### src/rtl/example_pkg.sv
// ============================================================================
// example_pkg : shared constants and types for the pipelined multiplier
// Revision    : 1.0
// ============================================================================
`timescale 1ns/1ns
`default_nettype none

package example_pkg;

  localparam int DEFAULT_WIDTH = 8;
  localparam int CLK_PERIOD_NS = 10;
  localparam int PIPE_LATENCY  = 2;

  typedef logic [DEFAULT_WIDTH-1:0]   operand_t;
  typedef logic [2*DEFAULT_WIDTH-1:0] product_t;

  // Width of the low slice of y; an odd width leaves the extra bit in the high slice.
  function automatic int split_lo(input int width);
    return width / 2;
  endfunction

endpackage

`default_nettype wire

### src/rtl/example_partial_mul.sv
// ============================================================================
// example_partial_mul : combinational A_WIDTH x B_WIDTH unsigned multiplier
// Revision            : 1.0
// ============================================================================
`timescale 1ns/1ns
`default_nettype none

module example_partial_mul
  import example_pkg::*;
#(
  parameter int A_WIDTH = DEFAULT_WIDTH,
  parameter int B_WIDTH = DEFAULT_WIDTH / 2
) (
  input  logic [A_WIDTH-1:0]         a,
  input  logic [B_WIDTH-1:0]         b,
  output logic [A_WIDTH+B_WIDTH-1:0] p
);

  assign p = {{B_WIDTH{1'b0}}, a} * {{A_WIDTH{1'b0}}, b};

endmodule

`default_nettype wire

### src/rtl/example_dut.sv
// ============================================================================
// example_dut : two-stage pipelined unsigned multiplier, z = x*y two edges late
// Revision    : 1.0
// ============================================================================
`timescale 1ns/1ns
`default_nettype none

module example_dut
  import example_pkg::*;
#(
  parameter int WIDTH = DEFAULT_WIDTH
) (
  input  logic               clk,
  input  logic               rstn,
  input  logic [WIDTH-1:0]   x,
  input  logic [WIDTH-1:0]   y,
  output logic [2*WIDTH-1:0] z
);

  localparam int LO_W = split_lo(WIDTH);
  localparam int HI_W = WIDTH - LO_W;

  logic [WIDTH-1:0]      r_x;
  logic [WIDTH-1:0]      r_y;
  logic [WIDTH+LO_W-1:0] w_pp_lo;
  logic [WIDTH+HI_W-1:0] w_pp_hi;
  logic [WIDTH+LO_W-1:0] r_pp_lo;
  logic [WIDTH+HI_W-1:0] r_pp_hi;
  logic [2*WIDTH-1:0]    w_sum;

  example_partial_mul #(
    .A_WIDTH (WIDTH),
    .B_WIDTH (LO_W)
  ) u_pp_lo (
    .a (r_x),
    .b (r_y[LO_W-1:0]),
    .p (w_pp_lo)
  );

  example_partial_mul #(
    .A_WIDTH (WIDTH),
    .B_WIDTH (HI_W)
  ) u_pp_hi (
    .a (r_x),
    .b (r_y[WIDTH-1:LO_W]),
    .p (w_pp_hi)
  );

  // Both partials are zero-extended to the full product width before the shift,
  // so the sum can never wrap.
  assign w_sum = {{HI_W{1'b0}}, r_pp_lo}
               + ({{LO_W{1'b0}}, r_pp_hi} << LO_W);

  // Stage 1: operand capture and partial-product capture.
  always_ff @(posedge clk or posedge rstn) begin
    if (rstn) begin
      r_x     <= '0;
      r_y     <= '0;
      r_pp_lo <= '0;
      r_pp_hi <= '0;
    end else begin
      r_x     <= x;
      r_y     <= y;
      r_pp_lo <= w_pp_lo;
      r_pp_hi <= w_pp_hi;
    end
  end

  // Stage 2: recombine partials into the registered product.
  always_ff @(posedge clk or posedge rstn) begin
    if (rstn) begin
      z <= '0;
    end else begin
      z <= w_sum;
    end
  end

endmodule

`default_nettype wire

### config.mk
export PLATFORM = sky130hd
export DESIGN_NAME = example_dut
export DESIGN_NICKNAME = d
export VERILOG_FILES = /design/src/rtl/example_pkg.sv /design/src/rtl/example_partial_mul.sv /design/src/rtl/example_dut.sv
export SDC_FILE = /design/constraint.sdc
export NUM_CORES = 1
export LEC_CHECK = 0
export ABC_AREA = 0
export BUFFER_PORTS_ARGS = -buffer_cell sky130_fd_sc_hd__buf_2
export CELL_PAD_IN_SITES_DETAIL_PLACEMENT = 1
export CELL_PAD_IN_SITES_GLOBAL_PLACEMENT = 2
export CORE_ASPECT_RATIO = 0.9
export CORE_UTILIZATION = 40
export DETAILED_ROUTE_END_ITERATION = 16
export GPL_ROUTABILITY_DRIVEN = 0
export PLACE_DENSITY_LB_ADDON = 0.1
export SETUP_SLACK_MARGIN = 0.1
export SYNTH_ARGS = -nofsm -noshare
export SYNTH_HDL_FRONTEND = slang
export SYNTH_HIERARCHICAL = 1
export SYNTH_SLANG_ARGS = --single-unit
### constraint.sdc
create_clock -name clk -period 3.87 [get_ports clk]
set_clock_uncertainty 0.15 [all_clocks]
set_input_delay 0.1935 -clock clk [delete_from_list [all_inputs] [get_ports clk]]
set_output_delay 0.1935 -clock clk [all_outputs]
set_load 0.1 [all_outputs]
== Word-level counts from Yosys, hierarchy flattened ==
Index checks and enable logic that the tools add are counted.

* Bits in registers: 56
* Output and inout bits: 16

* Add/sub/neg operators: 1
* Multipliers: 2

{| class="wikitable"
|+ Operators by type and width
! kind !! number
|-
| multiplier 8 x 4 -> 12 bit || 2
|-
| adder 12 x 16 -> 16 bit || 1
|}

== Logic depth before layout (Yosys ltp) ==
* Depth after elaboration: 1
* Gate-level depth with buffers: 11
* Depth with buffers taken out: 11

== Cells and area by module ==
The synthesis kept the hierarchy.

{| class="wikitable"
|+ Modules (own cells, without submodules)
! module !! instances !! cells an instance !! area each (um^2) !! seq. area each (um^2)
|-
| example_dut || 1 || 126 || 1,921.8 || 1,401.3
|-
| example_partial_mul (u_pp_lo) || 1 || 114 || 950.9 || 0.0
|-
| example_partial_mul (u_pp_hi) || 1 || 116 || 939.7 || 0.0
|}

== Worst setup path before layout ==
Ideal clock, no wire load.

* Path type: reg2reg
* From: reg r_x[2]
* To: reg r_pp_lo[11]
* Data arrival time: 3.043 ns
* Data required time: 3.640 ns
* Path slack: 0.598 ns
* Cell stages (with the launch flop): 12
* Buffers on the path: 0
* Period minus slack after synthesis: 3.272 ns
* Cell sequence: dfrtp_1 and2_1 fa_1 inv_1 fa_1 inv_1 ha_1 and3_4 a2111oi_4 o21ai_2 a21oi_2 xnor2_1

* Longest elaborated chain between the ends: 1

{| class="wikitable"
|+ RTL lines
! element !! RTL line !! RTL
|-
| start, declared || example_dut.sv:23 || <nowiki>logic [WIDTH-1:0] r_x;</nowiki>
|-
| start signal, assigned || example_dut.sv:57 || <nowiki>r_x <= '0;</nowiki>
|-
| start signal, assigned || example_dut.sv:62 || <nowiki>r_x <= x;</nowiki>
|-
| multiplier 8 x 4 -> 12 bit || example_partial_mul.sv:19 || <nowiki>assign p = {{B_WIDTH{1'b0}}, a} * {{A_WIDTH{1'b0}}, b};</nowiki>
|-
| named net w_pp_lo[11] || example_dut.sv:25 || <nowiki>logic [WIDTH+LO_W-1:0] w_pp_lo;</nowiki>
|-
| end signal, assigned || example_dut.sv:64 || <nowiki>r_pp_lo <= w_pp_lo;</nowiki>
|-
| end, declared || example_dut.sv:27 || <nowiki>logic [WIDTH+LO_W-1:0] r_pp_lo;</nowiki>
|}

The timed path passes the listed nets, and every way through them passes these cells.

== Worst setup path in the final report ==
* From: reg r_x[2]
* To: reg r_pp_lo[9]

Same word-level chain as after synthesis.

==> results.md <==
- Worst Max-Slew Pin Slew: 662 ps
- RSZ-0062 raised after global routing: no
- Most used DFF post-synth: dfrtp_1
- # DRC: 0
- Yosys synthesis warning count: 6
- Final instance area: 4420 um^2
- DR WL met3: 121 um
- Synth Area in XOR/XNOR: 5.05%
- Initial core utilization: 41.6%
- Unique cell type count in the Yosys netlist: 41
- Tcrit/Tclk final: 93.5%
- Chip width: 105 um
- First-pass GRT wire length: 13.4 mm
- Total number of vias: 2571
- Synth Cell Area: 3810 um^2
- Kind of end point of the critical path: flop
- Die ar.: 9930 um^2
- Synth Instances: 356
- Metal2 WL: 3.58 mm
- H-tree levels: 2
- Total Wirelength: 7.66 mm
- Post-synth EDFFs: 0
- Post-DRT Antenna Nets: 0
- Die height: 94.6 um
- Most common cell after layout, fill and taps aside: dfrtp_1
- Synthesized flop and latch total: 56
- Rows: 33
- Register area share after synthesis: 36.8%
- MaxCap Viol Count: 0
- Sum of negative setup slack: 0 ps
- WP data required: 3960 ps
- Hold crit path type: flop to flop
- Mapped Nets: 439
- DR pass1 iterations: 4
- Max FO, Critical Path: 8
- Core area: 9170 um^2
- Max Slew Vio Count: 0
- Area Overhead vs Synth: 15.9%
- Simple-Gate Fraction of Synth Area: 14.6%
- Initial antenna violation count: 0
- Startpoint Class: flop
- Clk buf depth: 2
- Minimum clock period: 3620 ps
- WHS: 213 ps
- Top post-synthesis cells by area: dfrtp_1 (37%), fa_1 (13%), ha_1 (13%)
- CTS buffer count: 5
- Yosys top cell area share: 36.8%
- Antenna cells: 0
- Post-synthesis compound-gate area fraction: 11.8%
- Placed instance area: 4130 um^2
- Final net count: 499
- Input/output buffers: 33
- Io pins: 34
- Vias per cell: 4.77
- Largest net degree at the start of global routing: 34
- Final setup violation count: 0
- Status: finished, final reports clean
- Grt total ovfl: 0
- Leading area contributor after synthesis: dfrtp_1
- Synth async-reset ratio: 100%
- Root Driver: clkbuf_8
- VDD IR max: 313 uV
- Slew HR: 55.8%
- Fin. Hold Viols: 0
- Top routing layer in use: met4
- Most frequent cells in the layout: dfrtp_1 (56), inv_1 (52), ha_1 (40), and2_1 (40), nand2_1 (35)
- Drt wl/cell: 14.2 um
- Layout cells sized above 1: 15.8%
- Clock sink count: 56
- Leakage: 2.26 nW
- Critical Path AT: 3710 ps
- Post-DP HPWL: 5.88 mm
- Clock slew at reported path FFs: 120 ps
- Largest family of logic cells by synthesized area: adder cells
- M1 WL: 3.94 mm
- Synthesized-area fraction occupied by adder cells: 26.3%
- Mean area per synthesized cell: 10.7 um^2
- Vias in the first global route: 2732
- PD cells: 615 nW/um^2
- Initial drt markers: 63
- Highest clock rate: 0.276 GHz
- Global Route Usage Sum: 17.3%
- Mux cell area share after synthesis: 0%
- Worst skew pair latency: 310 ps
- CTS tree: yes
- Crit Path Class: flop to flop
-- logic make-up after synthesis --
family                   after synthesis
XOR/XNOR                              22
buffers and inverters                 54
AO/OA/AOI/OAI                         52
AND/OR/NAND/NOR                      107
adder cells (fa/ha/maj)               65
flip-flops                            56
-- metrics by stage --
stage               power, mW  utilization, %  worst slack, ps  cells
global placement         2.34            45.1              322    512
detailed placement       2.36            45.1              326    512
finish                   2.71            48.2              252    539
floorplan                2.09               -              598    356
global route             2.92            48.2              116    539
CTS                      2.75            48.0              223    537
-- synth_stat cells (3+ instances only) --
master,count
dfrtp_1,56
inv_1,53
and2_1,40
ha_1,40
nand2_1,35
fa_1,25
xnor2_1,21
a21oi_1,13
nor2_1,11
a21o_1,7
nand3_1,6
and3_1,4
nor3_1,3
o21ai_2,3
o21bai_1,3
-- metal layers --
layer,global-route usage (%),up-vias
li1,-,1282
met1,23.3,1259
met2,30.3,28
met3,2.48,2
met4,2.46,0
met5,0,-
-- sequential cells by signal (all words and copies together) (netlist names) --
name / count
r_pp_lo: 12
z: 16
r_pp_hi: 12
r_x: 8
r_y: 8
-- layout make-up --
class,count,area [um^2]
clock buffer,5,68.8
clock inverter,3,28.8
fill,1045,4750
inverter,53,199
multi-input combinational,246,2200
sequential,56,1400
tap,122,153
timing repair buffer,54,365
-- worst max-delay path, stage by stage (launching register included) --
cell and delay, ps:
dfrtp_1 500, and2_1 220, fa_1 540, inv_1 60, fa_1 540, inv_1 50, ha_1 370, and3_1 230
a2111oi_4 370, buf_4 180, o21bai_2 60, a21oi_2 160, xnor2_1 120
-- what timing repair did --
action                     CTS  global route
gates resized for setup      0             0
setup endpoints to repair    0             1
hold endpoints to repair    48             0
buffers inserted             0             2
hold buffers                17             0
-- report_power, final --
part | switching [mW] | leakage (nW) | internal (mW) | total [mW]
Sequential | 0.0829 | 0.668 | 0.745 | 0.828
Clock | 0.217 | 0.0511 | 0.138 | 0.355
Combinational | 1.06 | 1.54 | 0.476 | 1.53
Total | 1.36 | 2.26 | 1.36 | 2.71
-- path summary, 6_finish.rpt --
| kind | start | end | slack (ps) | cells past startpoint |
|---|---|---|---|---|
| setup / recovery | r_x[2] | r_pp_lo[9] | 250 | 12 |
| hold / removal | r_pp_lo[3] | z[3] | 210 | 0 |
| setup reg to reg | r_x[2] | r_pp_lo[9] | 250 | 12 |
| hold reg to reg | r_pp_lo[3] | z[3] | 210 | 0 |
| max in group asynchronous | rstn | r_y[6] | 2440 | 4 |
| min in group asynchronous | rstn | z[4] | 360 | 3 |
(Power assumes the default switching activity.)
